===== config.mk =====
export PLATFORM = sky130hd
export DESIGN_NAME = clk_period_meter
export DESIGN_NICKNAME = d
export VERILOG_FILES = /design/src/rtl/clk_period_meter_pkg.sv /design/src/rtl/clk_period_meter_sync_rise_det.sv /design/src/rtl/clk_period_meter.sv
export SDC_FILE = /design/constraint.sdc
export NUM_CORES = 1
export LEC_CHECK = 0
export ABC_AREA = 0
export CORE_MARGIN = 3
export CORE_UTILIZATION = 40
export CTS_CLUSTER_DIAMETER = 200
export CTS_CLUSTER_SIZE = 16
export DETAILED_ROUTE_END_ITERATION = 7
export DONT_BUFFER_PORTS = 1
export PLACE_DENSITY = 0.55
export RECOVER_POWER = 25
export REMOVE_ABC_BUFFERS = 1
export SKIP_CTS_REPAIR_TIMING = 1
export SLEW_MARGIN = 10
export SYNTH_ARGS = -nofsm -noshare
export SYNTH_HDL_FRONTEND = slang
export SYNTH_SLANG_ARGS = --single-unit

===== constraint.sdc =====
create_clock -name clk -period 2.2 [get_ports clk]
set_input_delay 0.11 -clock clk [delete_from_list [all_inputs] [get_ports clk]]
set_output_delay 0.11 -clock clk [all_outputs]
set_load 0.005 [all_outputs]

===== src/rtl/clk_period_meter_pkg.sv =====
// Shared constants and state encoding for the clock-period meter.
// The default width and timeout are shared with the clock divider, so its terminal count and the meter agree.
package clk_period_meter_pkg;

    localparam int DEFAULT_CNT_W   = 26;
    localparam int DEFAULT_TIMEOUT = 50_000_000;

    typedef enum logic {
        IDLE    = 1'b0,
        MEASURE = 1'b1
    } meter_state_e;

endpackage


===== src/rtl/clk_period_meter_sync_rise_det.sv =====
// Brings an asynchronous slow input into the clk domain through two flops.
// Produces the synchronised level and a one-cycle pulse on each rising edge.
module sync_rise_det (
    input  logic clk,
    input  logic rst,
    input  logic sig_i,
    output logic s2_o,
    output logic rise_o
);

    logic s1_q, s2_q, s3_q;

    // NOTE: sequential state uses non-blocking assignments so every flop samples pre-edge values.
    always_ff @(posedge clk or posedge rst) begin
        if (rst) begin
            s1_q <= 1'b0;
            s2_q <= 1'b0;
            s3_q <= 1'b0;
        end else begin
            s1_q <= sig_i;
            s2_q <= s1_q;
            s3_q <= s2_q;
        end
    end

    assign s2_o   = s2_q;
    assign rise_o = s2_q & ~s3_q;

endmodule


===== src/rtl/clk_period_meter.sv =====
// Counts clk cycles between rising edges of sig_in and publishes each period with a one-cycle strobe.
// Optional macro HIGH_TIME_EN adds a high_time output that reports the cycles sig_in stayed high.
module clk_period_meter
    import clk_period_meter_pkg::*;
#(
    parameter int CNT_W   = DEFAULT_CNT_W,
    parameter int TIMEOUT = DEFAULT_TIMEOUT
) (
    input  logic             clk,
    input  logic             rst,
    input  logic             en,
    input  logic             sig_in,
    output logic [CNT_W-1:0] period,
    output logic             period_valid,
    output logic             timeout,
`ifdef HIGH_TIME_EN
    output logic [CNT_W-1:0] high_time,
`endif
    output logic             busy
);

    localparam logic [CNT_W-1:0] TIMEOUT_CNT = CNT_W'(TIMEOUT);
    localparam logic [CNT_W-1:0] CNT_ONE     = CNT_W'(1);

    logic rise;

`ifdef HIGH_TIME_EN
    logic s2;

    sync_rise_det u_sync (
        .clk    (clk),
        .rst    (rst),
        .sig_i  (sig_in),
        .s2_o   (s2),
        .rise_o (rise)
    );
`else
    sync_rise_det u_sync (
        .clk    (clk),
        .rst    (rst),
        .sig_i  (sig_in),
        .s2_o   (),
        .rise_o (rise)
    );
`endif

    meter_state_e     state_q, state_d;
    logic [CNT_W-1:0] cnt_q, cnt_d;
    logic [CNT_W-1:0] period_q, period_d;
    logic             valid_q, valid_d;
    logic             timeout_q, timeout_d;
    logic             busy_q, busy_d;

    // NOTE: every output of this block gets a default first, so no path can infer a latch.
    always_comb begin
        state_d   = state_q;
        cnt_d     = cnt_q;
        period_d  = period_q;
        valid_d   = 1'b0;
        timeout_d = timeout_q;

        if (!en) begin
            // Disable overrides any coincident edge; period and timeout are held.
            state_d = IDLE;
            cnt_d   = '0;
        end else begin
            unique case (state_q)
                IDLE: begin
                    cnt_d = '0;
                    if (rise) begin
                        state_d = MEASURE;
                        cnt_d   = CNT_ONE;
                    end
                end
                MEASURE: begin
                    if (rise) begin
                        period_d  = cnt_q;
                        valid_d   = 1'b1;
                        cnt_d     = CNT_ONE;
                        timeout_d = 1'b0;
                    end else if (cnt_q == TIMEOUT_CNT) begin
                        timeout_d = 1'b1;
                        state_d   = IDLE;
                        cnt_d     = '0;
                    end else begin
                        cnt_d = cnt_q + CNT_ONE;
                    end
                end
                default: begin
                    state_d = IDLE;
                    cnt_d   = '0;
                end
            endcase
        end

        busy_d = (state_d == MEASURE);
    end

    always_ff @(posedge clk or posedge rst) begin
        if (rst) begin
            state_q   <= IDLE;
            cnt_q     <= '0;
            period_q  <= '0;
            valid_q   <= 1'b0;
            timeout_q <= 1'b0;
            busy_q    <= 1'b0;
        end else begin
            state_q   <= state_d;
            cnt_q     <= cnt_d;
            period_q  <= period_d;
            valid_q   <= valid_d;
            timeout_q <= timeout_d;
            busy_q    <= busy_d;
        end
    end

    assign period       = period_q;
    assign period_valid = valid_q;
    assign timeout      = timeout_q;
    assign busy         = busy_q;

`ifdef HIGH_TIME_EN
    logic [CNT_W-1:0] ht_q, ht_d;
    logic [CNT_W-1:0] high_time_q, high_time_d;

    // ht never exceeds cnt, so it is bounded by TIMEOUT and cannot wrap.
    always_comb begin
        ht_d        = ht_q;
        high_time_d = high_time_q;

        if (!en) begin
            ht_d = '0;
        end else begin
            unique case (state_q)
                IDLE: begin
                    ht_d = rise ? CNT_ONE : '0;
                end
                MEASURE: begin
                    if (rise) begin
                        high_time_d = ht_q;
                        ht_d        = CNT_ONE;
                    end else if (cnt_q == TIMEOUT_CNT) begin
                        ht_d = '0;
                    end else if (s2) begin
                        ht_d = ht_q + CNT_ONE;
                    end
                end
                default: begin
                    ht_d = '0;
                end
            endcase
        end
    end

    always_ff @(posedge clk or posedge rst) begin
        if (rst) begin
            ht_q        <= '0;
            high_time_q <= '0;
        end else begin
            ht_q        <= ht_d;
            high_time_q <= high_time_d;
        end
    end

    assign high_time = high_time_q;
`endif

endmodule


==> tab_implementation.tex, run 1 <==
\begin{tabular}{lr}
\hline
Metric & Value \\
\hline
\multicolumn{2}{l}{\textbf{Run status}} \\
\quad Run status & complete, no violations \\
\multicolumn{2}{l}{\textbf{Cells and area}} \\
\quad Share of layout cells above drive strength 1 & 0.203 \\
\quad Ant diodes & 0 \\
\quad Signed area change from the synthesized netlist to the final layout & 13.3\% \\
\quad Final-stage net count & 260 \\
\quad Non-filler cells in the finished layout & 331 \\
\multicolumn{2}{l}{\textbf{Route}} \\
\quad Number of antenna-violating nets in the routed design & 0 \\
\quad Drt drc & 0 \\
\quad Router iterations before antenna repair & 4 \\
\quad Drt total wl & around 5300 µm \\
\quad Via count & between 1,500 and 2,000 \\
\quad Vias per cell & around 5.4 \\
\quad Violation count after the first detailed-routing iteration & 68 \\
\quad Routed wirelength normalized by instance count & around 16 µm \\
\multicolumn{2}{l}{\textbf{Clock network}} \\
\quad CTS buffer count & 9 \\
\quad Clock tree sinks & just under 60 \\
\quad Buffer levels on the longest clock path & 2 \\
\quad Latest clock arrival within the worst-skew pair & $\sim$0.33 ns \\
\quad \# H-tree levels & 3 \\
\quad CTS tree & built \\
\quad Cell at the root of the clock tree & sky130\_fd\_sc\_hd\_\_clkbuf\_8 \\
\quad Clock slew at the register clock pins of the worst setup and hold paths & roughly 0.060 ns \\
\multicolumn{2}{l}{\textbf{Critical path}} \\
\quad Largest fanout on the critical path & 8 \\
\quad Critical path type & reg2reg \\
\quad Worst EP required & approximately 2.5 ns \\
\quad Kind of capture point of the worst setup path & flop \\
\quad Worst Reg2Reg Path Length in Cells & 4 \\
\quad Minimum setup slack among reg-to-reg paths & between 0.15 and 0.2 ns \\
\quad Crit path launch type & flop \\
\quad End of the worst register-to-register path & cnt\_q[21] \\
\quad Origin of the critical flop-to-flop path & cnt\_q[3] \\
\quad Arrival time reported for the critical path endpoint & 2.29 ns \\
\multicolumn{2}{l}{\textbf{Synthesis}} \\
\quad Number of enable flip-flop cells after synthesis & 0 \\
\quad Most frequent cells after synthesis & sky130\_fd\_sc\_hd\_\_dfrtp\_1, sky130\_fd\_sc\_hd\_\_nand2\_1, sky130\_fd\_sc\_hd\_\_mux2\_2, sky130\_fd\_sc\_hd\_\_nor2\_1, sky130\_fd\_sc\_hd\_\_o21ai\_0 \\
\quad Synthesized area divided by synthesized cell count & $\sim$11 µm² \\
\quad Largest area contributor in the synthesized netlist & sky130\_fd\_sc\_hd\_\_dfrtp\_1 \\
\quad Synthesis-stage register bit count & 58 \\
\quad Top cells by area in the synthesized netlist & sky130\_fd\_sc\_hd\_\_dfrtp\_1, sky130\_fd\_sc\_hd\_\_mux2\_2, sky130\_fd\_sc\_hd\_\_xnor2\_1 \\
\quad Most common flop cell mapped by yosys & sky130\_fd\_sc\_hd\_\_dfrtp\_1 \\
\quad Yosys warns & 0 \\
\quad Proportion of synthesized flip-flops having asynchronous set or reset & 1.00 \\
\quad Share of the synthesized area in the top cell type & 0.562 \\
\quad Total standard cell area after synthesis & between 0.002 and 0.003 mm² \\
\quad Sequential element share of the synthesized area & 0.562 \\
\quad Post-Syn Instances & 236 \\
\quad Number of different library cells in the post-synthesis netlist & 35 \\
\quad Most used standard cell by instance count after synthesis & sky130\_fd\_sc\_hd\_\_dfrtp\_1 \\
\multicolumn{2}{l}{\textbf{Timing}} \\
\quad Final total negative setup slack & 0 ns \\
\quad Achievable clock frequency & approximately 0.49 GHz \\
\quad Worst Slack Setup Final & between 0.15 and 0.2 ns \\
\quad Worst-Margin Slew & around 1.2 ns \\
\quad Final hold violation count & 0 \\
\quad Unrepaired setup endpoints after global routing & no \\
\quad Post-Route Hold Slack & 0.0946 ns \\
\quad Shortest period the worst path allows & about 2 ns \\
\quad Final Skew & about 0.0053 ns \\
\quad Final critical-path share of the clock period & 0.927 \\
\quad Fin. max-slew vios & 0 \\
\quad Relative slew slack & 0.221 \\
\quad Finish-stage setup viols & 0 \\
\multicolumn{2}{l}{\textbf{Min path}} \\
\quad Startpoint of the most critical hold path & en \\
\quad Hold Path Stages & 3 \\
\quad Min-Delay Endpoint & timeout \\
\quad Path type of the worst min-delay path & in2reg \\
\multicolumn{2}{l}{\textbf{Floorplanning}} \\
\quad Number of top-level pins & 33 \\
\quad Die area & around 0.0075 mm² \\
\quad Placement row count & 28 \\
\quad Core Box Area & roughly 0.006 mm² \\
\quad Die Ht & about 86 µm \\
\quad Starting Density & 0.424 \\
\quad Die span in x & approximately 86 µm \\
\multicolumn{2}{l}{\textbf{Power and ir drop}} \\
\quad Max IR drop VDD & roughly 0.00036 V \\
\quad Total Power & approximately 0.002 W \\
\quad Power per cell area & just under 700 mW/mm² \\
\quad Leak pwr & 1.23 nW \\
\multicolumn{2}{l}{\textbf{Global route}} \\
\quad Wire length of the first global-routing pass & roughly 9100 µm \\
\quad Via count of the first global-routing pass & between 1,500 and 2,000 \\
\quad Initial antenna violation count & 0 \\
\quad GRT Resource Usage Total & 0.158 \\
\quad Overflow left after global routing & 0 \\
\quad Largest net degree at the start of global routing & 31 \\
\multicolumn{2}{l}{\textbf{Placed design}} \\
\quad Setup WS pre-CTS & about 0.11 ns \\
\quad Number of port buffers & 0 \\
\quad Final weighted congestion in routability-driven placement & around 0.79 \\
\quad Final HPWL DP & around 3600 µm \\
\quad Number of cells in the design after placement & $\sim$320 \\
\multicolumn{2}{l}{\textbf{Job}} \\
\quad Count of max-cap constraint violations & 0 \\
\hline
\end{tabular}
==> through the flow <==
step	instance area (µm²)	utilization
after CTS	2890	0.475
after global placement	2730	0.448
final	2930	0.480
after floorplan	2520	-
after global routing	2930	0.480
after detailed placement	2730	0.448
==> layer usage <==
layer / part of all wire / GRT usage / wire length (µm) / vias to the layer above
li1: - / - / - / 863
met1: 0.49 / 0.219 / 2550 / 874
met2: 0.44 / 0.227 / 2320 / 46
met3: 0.050 / 0.0399 / 263 / 11
met4: 0.022 / 0.0850 / 114 / 0
met5: 0 / 0 / 0 / -
==> sequential cells by signal, indices dropped and copies added (netlist names) <==
name and flops:
cnt_q 26, period 26, busy 1, period_valid 1, timeout 1, u_sync.s1_q 1
u_sync.s2_o 1, u_sync.s3_q 1
==> logic make-up (layout without fill, tap and decap cells) <==
family          count (synthesis)  in the layout  share of synthesized area
compound gates                 38             38                     0.0867
xor+xnor                       12             12                     0.0407
fa+ha+maj                       2              2                    0.00968
buf+inv                        22             42                     0.0412
flops                          58             58                      0.562
mux                            17             17                     0.0741
simple gates                   87             87                      0.186
==> cell type report <==
type	instances	area [µm²]
Timing Repair Buffer	17	148
Sequential cell	58	1450
Tap cell	75	93.8
Clock buffer	13	159
Fill cell	585	3170
Inverter	12	45.0
Multi-Input combinational cell	156	1030
==> placed cells by master, fill, tap and decap left out, types with 3 or more instances in the layout <==
master                          netlist  final
sky130_fd_sc_hd__o31ai_1              7      7
sky130_fd_sc_hd__dfrtp_1             58     58
sky130_fd_sc_hd__or3_1                4      4
sky130_fd_sc_hd__nand2_1             20     20
sky130_fd_sc_hd__nor2_1              17     17
sky130_fd_sc_hd__nand3_1              8      8
sky130_fd_sc_hd__clkbuf_8             0     11
sky130_fd_sc_hd__o21ai_0             14     14
sky130_fd_sc_hd__inv_1               12     12
sky130_fd_sc_hd__mux2_2              17     17
sky130_fd_sc_hd__or2_2                3      3
sky130_fd_sc_hd__a21oi_1             12     12
sky130_fd_sc_hd__dlygate4sd3_1        0      3
sky130_fd_sc_hd__buf_4                0     13
sky130_fd_sc_hd__or4_1               10      9
sky130_fd_sc_hd__xnor2_1             10     10
sky130_fd_sc_hd__nand4_1              5      5
sky130_fd_sc_hd__nor4_1               3      3
sky130_fd_sc_hd__nor3_1               6      6
==> critical path, stage by stage, from the launching register on <==
cell and delay (ns):
sky130_fd_sc_hd__dfrtp_1 0.45, sky130_fd_sc_hd__nand3_2 0.17, sky130_fd_sc_hd__or4_1 0.69, sky130_fd_sc_hd__or4_1 0.51, sky130_fd_sc_hd__a21oi_1 0.15
==> worst max path at each step <==
stage,start,endpoint,slack [ns],cells after the start
final,cnt_q[3],cnt_q[21],0.16,4
after global routing,cnt_q[6],cnt_q[21],0.02,4
after CTS,cnt_q[1],cnt_q[24],0.09,5
after detailed placement,cnt_q[1],cnt_q[22],0.11,5
after global placement,cnt_q[0],cnt_q[22],0.15,5
after floorplan,cnt_q[0],cnt_q[22],0.18,5
==> report_power, final <==
part | internal (W) | leakage [nW] | total, W | switching [W]
sequential | 0.00108 | 0.801 | 0.00108 | 0.00000715
clock | 0.000452 | 0.0815 | 0.000827 | 0.000374
combinational | 0.0000172 | 0.344 | 0.0000565 | 0.0000393
(Power assumes the default switching activity.)
==> run 2: changes to the inputs <==
--- a/config.mk
+++ b/config.mk
@@ -14,7 +14,6 @@
 export DONT_BUFFER_PORTS = 1
 export PLACE_DENSITY = 0.55
 export RECOVER_POWER = 25
-export REMOVE_ABC_BUFFERS = 1
 export SKIP_CTS_REPAIR_TIMING = 1
 export SLEW_MARGIN = 10
 export SYNTH_ARGS = -nofsm -noshare
==> run 2 against run 1 <==
Compared with the run above: sequential power hardly changed; register-to-register slack worse by 0.03 ns; largest power group unchanged; cell count stayed put; routed wire length is 4.6% higher.
==> tab_implementation.tex, run 2 (synthesis gave the netlist of run 1 again) <==
\begin{tabular}{lr}
\hline
Metric & Value \\
\hline
\multicolumn{2}{l}{\textbf{Global route}} \\
\quad Wire length of the first global-routing pass & 9130 µm (was 9110 µm) \\
\quad Largest net degree at the start of global routing & 32 (was 31) \\
\quad Via count of the first global-routing pass & 1,807 (was 1,835) \\
\quad Initial antenna violation count & 0 (unchanged) \\
\quad GRT Resource Usage Total & 0.163 (was 0.158) \\
\quad Overflow left after global routing & 0 (unchanged) \\
\multicolumn{2}{l}{\textbf{Cells and area}} \\
\quad Signed area change from the synthesized netlist to the final layout & 13.2\% (was 13.3\%) \\
\quad Commonest non-fill, non-tap cells in the layout & sky130\_fd\_sc\_hd\_\_dfrtp\_1, sky130\_fd\_sc\_hd\_\_nand2\_1, sky130\_fd\_sc\_hd\_\_mux2\_2, sky130\_fd\_sc\_hd\_\_nor2\_1, sky130\_fd\_sc\_hd\_\_o21ai\_0 (unchanged) \\
\quad Final-stage net count & 257 (was 260) \\
\quad Share of layout cells above drive strength 1 & 0.195 (was 0.203) \\
\quad Ant diodes & 0 (unchanged) \\
\quad Most frequent standard cell in the layout excluding fill and tap cells & sky130\_fd\_sc\_hd\_\_dfrtp\_1 (unchanged) \\
\quad Post-layout instance area & 0.00292 mm² (was 0.00293 mm²) \\
\quad Non-filler cells in the finished layout & 331 (unchanged) \\
\quad Fill cell count & 602 (was 585) \\
\multicolumn{2}{l}{\textbf{Min path}} \\
\quad Startpoint of the most critical hold path & en (unchanged) \\
\quad Hold Path Stages & 3 (unchanged) \\
\quad Path type of the worst min-delay path & in2reg (unchanged) \\
\quad Min-Delay Endpoint & timeout (unchanged) \\
\multicolumn{2}{l}{\textbf{Power and ir drop}} \\
\quad Leak pwr & 1.22 nW (was 1.23 nW) \\
\quad Max IR drop VDD & 0.000374 V (was 0.000356 V) \\
\quad Total Power & 0.00205 W (was 0.00197 W) \\
\quad Power per cell area & 703 mW/mm² (was 672 mW/mm²) \\
\multicolumn{2}{l}{\textbf{Timing}} \\
\quad Finish-stage setup viols & 0 (unchanged) \\
\quad Final total negative setup slack & 0 ns (unchanged) \\
\quad Worst-Margin Slew & 1.23 ns (was 1.17 ns) \\
\quad Achievable clock frequency & 0.483 GHz (was 0.490 GHz) \\
\quad Final critical-path share of the clock period & 0.940 (was 0.927) \\
\quad Unrepaired setup endpoints after global routing & no (unchanged) \\
\quad Final Skew & 0.00751 ns (was 0.00531 ns) \\
\quad Shortest period the worst path allows & 2.07 ns (was 2.04 ns) \\
\quad Post-Route Hold Slack & 0.0855 ns (was 0.0946 ns) \\
\quad Final hold violation count & 0 (unchanged) \\
\quad Fin. max-slew vios & 0 (unchanged) \\
\quad Relative slew slack & 0.182 (was 0.221) \\
\multicolumn{2}{l}{\textbf{Placed design}} \\
\quad Number of cells in the design after placement & 312 (was 315) \\
\quad Final HPWL DP & 3860 µm (was 3600 µm) \\
\quad Final weighted congestion in routability-driven placement & 0.826 (was 0.786) \\
\quad Number of port buffers & 0 (unchanged) \\
\quad Placed cell area & 0.00271 mm² (was 0.00273 mm²) \\
\multicolumn{2}{l}{\textbf{Clock network}} \\
\quad Latest clock arrival within the worst-skew pair & 0.33 ns (about the same) \\
\quad CTS tree & built (unchanged) \\
\quad Cell at the root of the clock tree & sky130\_fd\_sc\_hd\_\_clkbuf\_8 (unchanged) \\
\quad Clock slew at the register clock pins of the worst setup and hold paths & 0.06 ns (about the same) \\
\quad Buffer levels on the longest clock path & 2 (unchanged) \\
\quad Clock tree sinks & 58 (unchanged) \\
\quad CTS buffer count & 9 (unchanged) \\
\quad \# H-tree levels & 3 (unchanged) \\
\multicolumn{2}{l}{\textbf{Route}} \\
\quad Drt total wl & 5490 µm (was 5250 µm) \\
\quad Via count & 1,804 (was 1,794) \\
\quad Router iterations before antenna repair & 4 (unchanged) \\
\quad Drt drc & 0 (unchanged) \\
\quad Vias per cell & 5.45 (was 5.42) \\
\quad Violation count after the first detailed-routing iteration & 78 (was 68) \\
\quad Routed wirelength normalized by instance count & 16.6 µm (was 15.9 µm) \\
\quad Number of antenna-violating nets in the routed design & 0 (unchanged) \\
\multicolumn{2}{l}{\textbf{Floorplanning}} \\
\quad Die Ht & 86.4 µm (unchanged) \\
\quad Number of top-level pins & 33 (unchanged) \\
\quad Placement row count & 28 (unchanged) \\
\quad Core Box Area & 0.00610 mm² (unchanged) \\
\quad Die span in x & 86.4 µm (unchanged) \\
\quad Starting Density & 0.424 (unchanged) \\
\quad Die area & 0.00746 mm² (unchanged) \\
\multicolumn{2}{l}{\textbf{Critical path}} \\
\quad Worst Reg2Reg Path Length in Cells & 5 (was 4) \\
\quad Crit path max-delay cell type & sky130\_fd\_sc\_hd\_\_or4\_4 (was sky130\_fd\_sc\_hd\_\_or4\_1) \\
\quad Critical path type & reg2reg (unchanged) \\
\quad Kind of capture point of the worst setup path & flop (unchanged) \\
\quad Origin of the critical flop-to-flop path & cnt\_q[1] (was cnt\_q[3]) \\
\quad Largest fanout on the critical path & 8 (unchanged) \\
\quad Sequence of cells on the critical path & ha\_1 -> nand4\_2 -> or4\_4 -> or4\_1 -> a21oi\_1 (was nand3\_2 -> or4\_1 -> or4\_1 -> a21oi\_1) \\
\quad Worst EP required & 2.45 ns (about the same) \\
\quad Crit path launch type & flop (unchanged) \\
\quad End of the worst register-to-register path & cnt\_q[22] (was cnt\_q[21]) \\
\quad Minimum setup slack among reg-to-reg paths & 0.13 ns (was 0.16 ns) \\
\quad Max incr delay on CP & 0.61 ns (was 0.69 ns) \\
\quad Top delay family on crit path & simple AND/OR/NAND/NOR gates (unchanged) \\
\quad Buffer and inverter count on the worst path & 0 (unchanged) \\
\quad Arrival time reported for the critical path endpoint & 2.32 ns (was 2.29 ns) \\
\multicolumn{2}{l}{\textbf{Synthesis}} \\
\quad Net count of the mapped netlist & roughly 240 \\
\multicolumn{2}{l}{\textbf{Run status}} \\
\quad Run status & complete, no violations (unchanged) \\
\multicolumn{2}{l}{\textbf{Job}} \\
\quad Count of max-cap constraint violations & 0 (unchanged) \\
\hline
\end{tabular}
-- run 2: worst reg2reg max path, stage by stage, from the launching register on --
cell and delay [ns]:
sky130_fd_sc_hd__dfrtp_1 0.38, sky130_fd_sc_hd__ha_1 0.20, sky130_fd_sc_hd__nand4_2 0.14, sky130_fd_sc_hd__or4_4 0.61
sky130_fd_sc_hd__or4_1 0.48, sky130_fd_sc_hd__a21oi_1 0.18
-- run 2: stage by stage --
stage,utilization,setup slack [ns]
after floorplan,-,0.163
after CTS,0.474,0.0348
after global routing,0.480,0.0265
final,0.480,0.131
after global placement,0.445,0.159
after detailed placement,0.445,0.0478
-- run 2: metal layers --
| metal | GRT usage | share of wire | vias to the layer above |
|---|---|---|---|
| met4 | 0.0850 | 0.015 | 0 |
| met3 | 0.0456 | 0.045 | 8 |
| met2 | 0.257 | 0.49 | 36 |
| met5 | 0 | 0 | - |
| met1 | 0.205 | 0.45 | 889 |
| li1 | - | - | 871 |
-- run 2: how the worst max path moves through the flow --
stage,from,end,slack (ns),cells past startpoint
floorplan,cnt_q[0],cnt_q[22],0.16,6
global placement,cnt_q[0],cnt_q[22],0.16,5
detailed placement,cnt_q[1],cnt_q[22],0.05,5
CTS,cnt_q[1],cnt_q[22],0.03,5
global route,cnt_q[1],cnt_q[22],0.03,5
finish,cnt_q[1],cnt_q[22],0.13,5
-- run 2: layout make-up --
type | count | area, µm² | area share
Clock buffer | 13 | 139 | 0.0475
Clock inverter | 3 | 40.0 | 0.0137
Inverter | 12 | 45.0 | 0.0154
Multi-Input combinational cell | 156 | 1030 | 0.352
Sequential cell | 58 | 1450 | 0.496
Tap cell | 75 | 93.8 | 0.0321
Timing Repair Buffer | 14 | 125 | 0.0428
-- run 2: power by group --
group / switching [W] / leakage (nW) / internal, W
Sequential: 0.00000693 / 0.801 / 0.00108
Combinational: 0.0000381 / 0.329 / 0.0000165
Clock: 0.000396 / 0.0914 / 0.000521
==> run 3: changes to the inputs <==
--- a/config.mk
+++ b/config.mk
@@ -12,10 +12,12 @@
 export CTS_CLUSTER_SIZE = 16
 export DETAILED_ROUTE_END_ITERATION = 7
 export DONT_BUFFER_PORTS = 1
+export GPL_TIMING_DRIVEN = 0
 export PLACE_DENSITY = 0.55
 export RECOVER_POWER = 25
 export SKIP_CTS_REPAIR_TIMING = 1
 export SLEW_MARGIN = 10
 export SYNTH_ARGS = -nofsm -noshare
 export SYNTH_HDL_FRONTEND = slang
+export SYNTH_HIERARCHICAL = 1
 export SYNTH_SLANG_ARGS = --single-unit
==> run 3 against run 2 <==
Compared with the run above: first-iteration DRC count fell by 12%; sequential power barely moved; non-clock buffer count fell by 2; worst setup slack improved by 0.053 ns; clock skew fell by 0.0019 ns; highest routed layer unchanged; sequential share of layout area rose by 1.1 points; design area fell by 2.1%; register-to-register slack improved by 0.05 ns; clock power fell by 2.5%; routed wire length fell by 14%; via count fell by 15%.
==> tab_implementation.tex, run 3 <==
\begin{tabular}{lr}
\hline
Metric & Value \\
\hline
\multicolumn{2}{l}{\textbf{Critical path}} \\
\quad Minimum setup slack among reg-to-reg paths & 0.18 ns (was 0.13 ns) \\
\quad Crit path max-delay cell type & sky130\_fd\_sc\_hd\_\_dfrtp\_1 (was sky130\_fd\_sc\_hd\_\_or4\_4) \\
\quad Worst Reg2Reg Path Length in Cells & 9 (was 5) \\
\quad Worst setup path startpoint & cnt\_q[0] (was cnt\_q[1]) \\
\quad Origin of the critical flop-to-flop path & cnt\_q[0] (was cnt\_q[1]) \\
\quad Arrival time reported for the critical path endpoint & 2.23 ns (was 2.32 ns) \\
\quad Sequence of cells on the critical path & inv\_1 -> ha\_1 -> nor4bb\_2 -> nand3\_1 -> nor4\_4 -> or3\_1 -> buf\_6 -> buf\_6 -> nor2\_1 (was ha\_1 -> nand4\_2 -> or4\_4 -> or4\_1 -> a21oi\_1) \\
\quad Most frequent cell on the critical path & sky130\_fd\_sc\_hd\_\_buf\_6 \\
\quad Kind of capture point of the worst setup path & flop (unchanged) \\
\quad Max incr delay on CP & 0.45 ns (was 0.61 ns) \\
\quad Crit path launch type & flop (unchanged) \\
\quad Worst EP required & 2.42 ns (was 2.45 ns) \\
\quad End of the worst register-to-register path & cnt\_q[22] (unchanged) \\
\quad Largest fanout on the critical path & 10 (was 8) \\
\quad Buffer and inverter count on the worst path & 3 (was 0) \\
\quad Critical path type & reg2reg (unchanged) \\
\quad Top delay family on crit path & simple AND/OR/NAND/NOR gates (unchanged) \\
\multicolumn{2}{l}{\textbf{Clock network}} \\
\quad Clock tree sinks & 58 (unchanged) \\
\quad CTS buffer count & 9 (unchanged) \\
\quad Latest clock arrival within the worst-skew pair & 0.33 ns (about the same) \\
\quad Clock slew at the register clock pins of the worst setup and hold paths & 0.06 ns (about the same) \\
\quad Buffer levels on the longest clock path & 2 (unchanged) \\
\quad \# H-tree levels & 3 (unchanged) \\
\quad CTS tree & built (unchanged) \\
\quad Cell at the root of the clock tree & sky130\_fd\_sc\_hd\_\_clkbuf\_8 (unchanged) \\
\multicolumn{2}{l}{\textbf{Cells and area}} \\
\quad Final-stage net count & 233 (was 257) \\
\quad Most frequent standard cell in the layout excluding fill and tap cells & sky130\_fd\_sc\_hd\_\_dfrtp\_1 (unchanged) \\
\quad Fraction of the core area covered by cells at the end of the flow & 0.475 (was 0.480) \\
\quad Commonest non-fill, non-tap cells in the layout & sky130\_fd\_sc\_hd\_\_dfrtp\_1, sky130\_fd\_sc\_hd\_\_nor2\_1, sky130\_fd\_sc\_hd\_\_mux2\_2, sky130\_fd\_sc\_hd\_\_xor2\_1, sky130\_fd\_sc\_hd\_\_nand2\_1 (was sky130\_fd\_sc\_hd\_\_dfrtp\_1, sky130\_fd\_sc\_hd\_\_nand2\_1, sky130\_fd\_sc\_hd\_\_mux2\_2, sky130\_fd\_sc\_hd\_\_nor2\_1, sky130\_fd\_sc\_hd\_\_o21ai\_0) \\
\quad Share of layout cells above drive strength 1 & 0.220 (was 0.195) \\
\quad Signed area change from the synthesized netlist to the final layout & 13.5\% (was 13.2\%) \\
\quad Ant diodes & 0 (unchanged) \\
\quad Non-filler cells in the finished layout & 307 (was 331) \\
\quad Fill cell count & 580 (was 602) \\
\multicolumn{2}{l}{\textbf{Job}} \\
\quad Count of max-cap constraint violations & 0 (unchanged) \\
\multicolumn{2}{l}{\textbf{Power and ir drop}} \\
\quad Leak pwr & 1.30 nW (was 1.22 nW) \\
\quad Power per cell area & 714 mW/mm² (was 703 mW/mm²) \\
\quad Max IR drop VDD & 0.000337 V (was 0.000374 V) \\
\multicolumn{2}{l}{\textbf{Global route}} \\
\quad Wire length of the first global-routing pass & 7890 µm (was 9130 µm) \\
\quad Most heavily used metal layer in global routing & met2 (unchanged) \\
\quad Initial antenna violation count & 0 (unchanged) \\
\quad Via count of the first global-routing pass & 1,598 (was 1,807) \\
\quad Overflow left after global routing & 0 (unchanged) \\
\quad Largest net degree at the start of global routing & 32 (unchanged) \\
\quad Grt met1 use & 0.194 (was 0.205) \\
\quad GRT Resource Usage Total & 0.144 (was 0.163) \\
\quad Grt met3 use & 0.0408 (was 0.0456) \\
\quad Met2 global-route usage & 0.207 (was 0.257) \\
\multicolumn{2}{l}{\textbf{Synthesis}} \\
\quad Most used standard cell by instance count after synthesis & sky130\_fd\_sc\_hd\_\_dfrtp\_1 (unchanged) \\
\quad Proportion of synthesized flip-flops having asynchronous set or reset & 1.00 (unchanged) \\
\quad Net count of the mapped netlist & 217 (was 242) \\
\quad Most common flop cell mapped by yosys & sky130\_fd\_sc\_hd\_\_dfrtp\_1 (unchanged) \\
\quad Number of different library cells in the post-synthesis netlist & 30 (was 35) \\
\quad Largest area contributor in the synthesized netlist & sky130\_fd\_sc\_hd\_\_dfrtp\_1 (unchanged) \\
\quad Post-Syn Instances & 211 (was 236) \\
\quad Top cells by area in the synthesized netlist & sky130\_fd\_sc\_hd\_\_dfrtp\_1, sky130\_fd\_sc\_hd\_\_mux2\_2, sky130\_fd\_sc\_hd\_\_xor2\_1 (was sky130\_fd\_sc\_hd\_\_dfrtp\_1, sky130\_fd\_sc\_hd\_\_mux2\_2, sky130\_fd\_sc\_hd\_\_xnor2\_1) \\
\quad Synthesis-stage register bit count & 58 (unchanged) \\
\quad Synthesized area divided by synthesized cell count & 12.0 µm² (was 10.9 µm²) \\
\quad Total standard cell area after synthesis & 0.00252 mm² (was 0.00258 mm²) \\
\quad Most frequent cells after synthesis & sky130\_fd\_sc\_hd\_\_dfrtp\_1, sky130\_fd\_sc\_hd\_\_nor2\_1, sky130\_fd\_sc\_hd\_\_mux2\_2, sky130\_fd\_sc\_hd\_\_xor2\_1, sky130\_fd\_sc\_hd\_\_nand2\_1 (was sky130\_fd\_sc\_hd\_\_dfrtp\_1, sky130\_fd\_sc\_hd\_\_nand2\_1, sky130\_fd\_sc\_hd\_\_mux2\_2, sky130\_fd\_sc\_hd\_\_nor2\_1, sky130\_fd\_sc\_hd\_\_o21ai\_0) \\
\quad Sequential element share of the synthesized area & 0.575 (was 0.562) \\
\quad Share of the synthesized area in the top cell type & 0.575 (was 0.562) \\
\quad Number of enable flip-flop cells after synthesis & 0 (unchanged) \\
\quad Yosys warns & 6 (was 0) \\
\multicolumn{2}{l}{\textbf{Min path}} \\
\quad Path type of the worst min-delay path & in2async (was in2reg) \\
\multicolumn{2}{l}{\textbf{Route}} \\
\quad Number of antenna-violating nets in the routed design & 0 (unchanged) \\
\quad Drt drc & 0 (unchanged) \\
\quad Via count & 1,529 (was 1,804) \\
\quad Router iterations before antenna repair & 4 (unchanged) \\
\quad Violation count after the first detailed-routing iteration & 69 (was 78) \\
\quad Routed wirelength normalized by instance count & 15.3 µm (was 16.6 µm) \\
\quad Vias per cell & 4.98 (was 5.45) \\
\quad Drt total wl & 4710 µm (was 5490 µm) \\
\multicolumn{2}{l}{\textbf{Timing}} \\
\quad Achievable clock frequency & 0.496 GHz (was 0.483 GHz) \\
\quad Worst-Margin Slew & 0.991 ns (was 1.23 ns) \\
\quad Post-Route Hold Slack & 0.0981 ns (was 0.0855 ns) \\
\quad Fin. max-slew vios & 0 (unchanged) \\
\quad Unrepaired setup endpoints after global routing & no (unchanged) \\
\quad Final critical-path share of the clock period & 0.916 (was 0.940) \\
\quad Final Skew & 0.00556 ns (was 0.00751 ns) \\
\quad Shortest period the worst path allows & 2.02 ns (was 2.07 ns) \\
\quad Finish-stage setup viols & 0 (unchanged) \\
\quad Final hold violation count & 0 (unchanged) \\
\quad Relative slew slack & 0.339 (was 0.182) \\
\multicolumn{2}{l}{\textbf{Floorplanning}} \\
\quad Placement row count & 28 (unchanged) \\
\quad Die area & 0.00729 mm² (was 0.00746 mm²) \\
\quad Core Box Area & 0.00603 mm² (was 0.00610 mm²) \\
\quad Starting Density & 0.419 (was 0.424) \\
\quad Die span in x & 85.4 µm (was 86.4 µm) \\
\quad Number of top-level pins & 33 (unchanged) \\
\quad Die Ht & 85.4 µm (was 86.4 µm) \\
\multicolumn{2}{l}{\textbf{Run status}} \\
\quad Run status & complete, no violations (unchanged) \\
\multicolumn{2}{l}{\textbf{Placed design}} \\
\quad Final HPWL DP & 3240 µm (was 3860 µm) \\
\quad Number of port buffers & 0 (unchanged) \\
\quad Number of cells in the design after placement & 287 (was 312) \\
\quad Final weighted congestion in routability-driven placement & 0.761 (was 0.826) \\
\hline
\end{tabular}
run 3: logic make-up after synthesis:
family / count (synthesis) / synth area share
AO/OA/AOI/OAI: 7 / 0.0154
adder cells (fa/ha/maj): 2 / 0.00992
multiplexers: 22 / 0.0982
AND/OR/NAND/NOR: 83 / 0.186
buffers and inverters: 15 / 0.0322
XOR/XNOR: 24 / 0.0833
flip-flops: 58 / 0.575
run 3: stage by stage:
stage | area [µm²] | power (W) | TNS, ns | setup WS (ns)
after CTS | 2820 | 0.00207 | -0.969 | -0.0632
after detailed placement | 2640 | 0.00117 | -0.666 | -0.0425
after floorplan | 2520 | 0.00115 | 0 | 0.347
after global routing | 2860 | 0.00212 | 0 | 0.0274
final | 2860 | 0.00204 | 0 | 0.184
after global placement | 2620 | 0.00116 | -0.323 | -0.0207
run 3: worst max-delay path by stage:
| stage | endpoint | slack (ns) | depth (start not counted) |
|---|---|---|---|
| finish | cnt_q[22] | 0.18 | 9 |
| detailed placement | cnt_q[22] | -0.04 | 9 |
| floorplan | cnt_q[7] | 0.35 | 9 |
| CTS | cnt_q[22] | -0.06 | 9 |
| global placement | cnt_q[19] | -0.02 | 9 |
| global route | cnt_q[12] | 0.03 | 9 |
run 3: where the power goes:
| group | switching (W) | leakage (nW) | internal [W] |
|---|---|---|---|
| combinational | 0.0000402 | 0.400 | 0.0000219 |
| clock | 0.000396 | 0.0965 | 0.000498 |
| sequential | 0.00000957 | 0.801 | 0.00108 |
run 3: final cells by class:
type | instances | area (µm²) | area share
sequential | 58 | 1450 | 0.507
multi-input combinational | 138 | 996 | 0.348
clock buffer | 14 | 173 | 0.0603
tap | 75 | 93.8 | 0.0328
timing repair buffer | 5 | 57.6 | 0.0201
buffer | 7 | 51.3 | 0.0179
inverter | 8 | 30.0 | 0.0105
clock inverter | 2 | 10.0 | 0.00350
run 3: per-layer routing:
| layer | up-vias | share of wire |
|---|---|---|
| met3 | 9 | 0.050 |
| met1 | 738 | 0.50 |
| met4 | 0 | 0.022 |
| met2 | 35 | 0.43 |
| met5 | - | 0 |
| li1 | 747 | - |
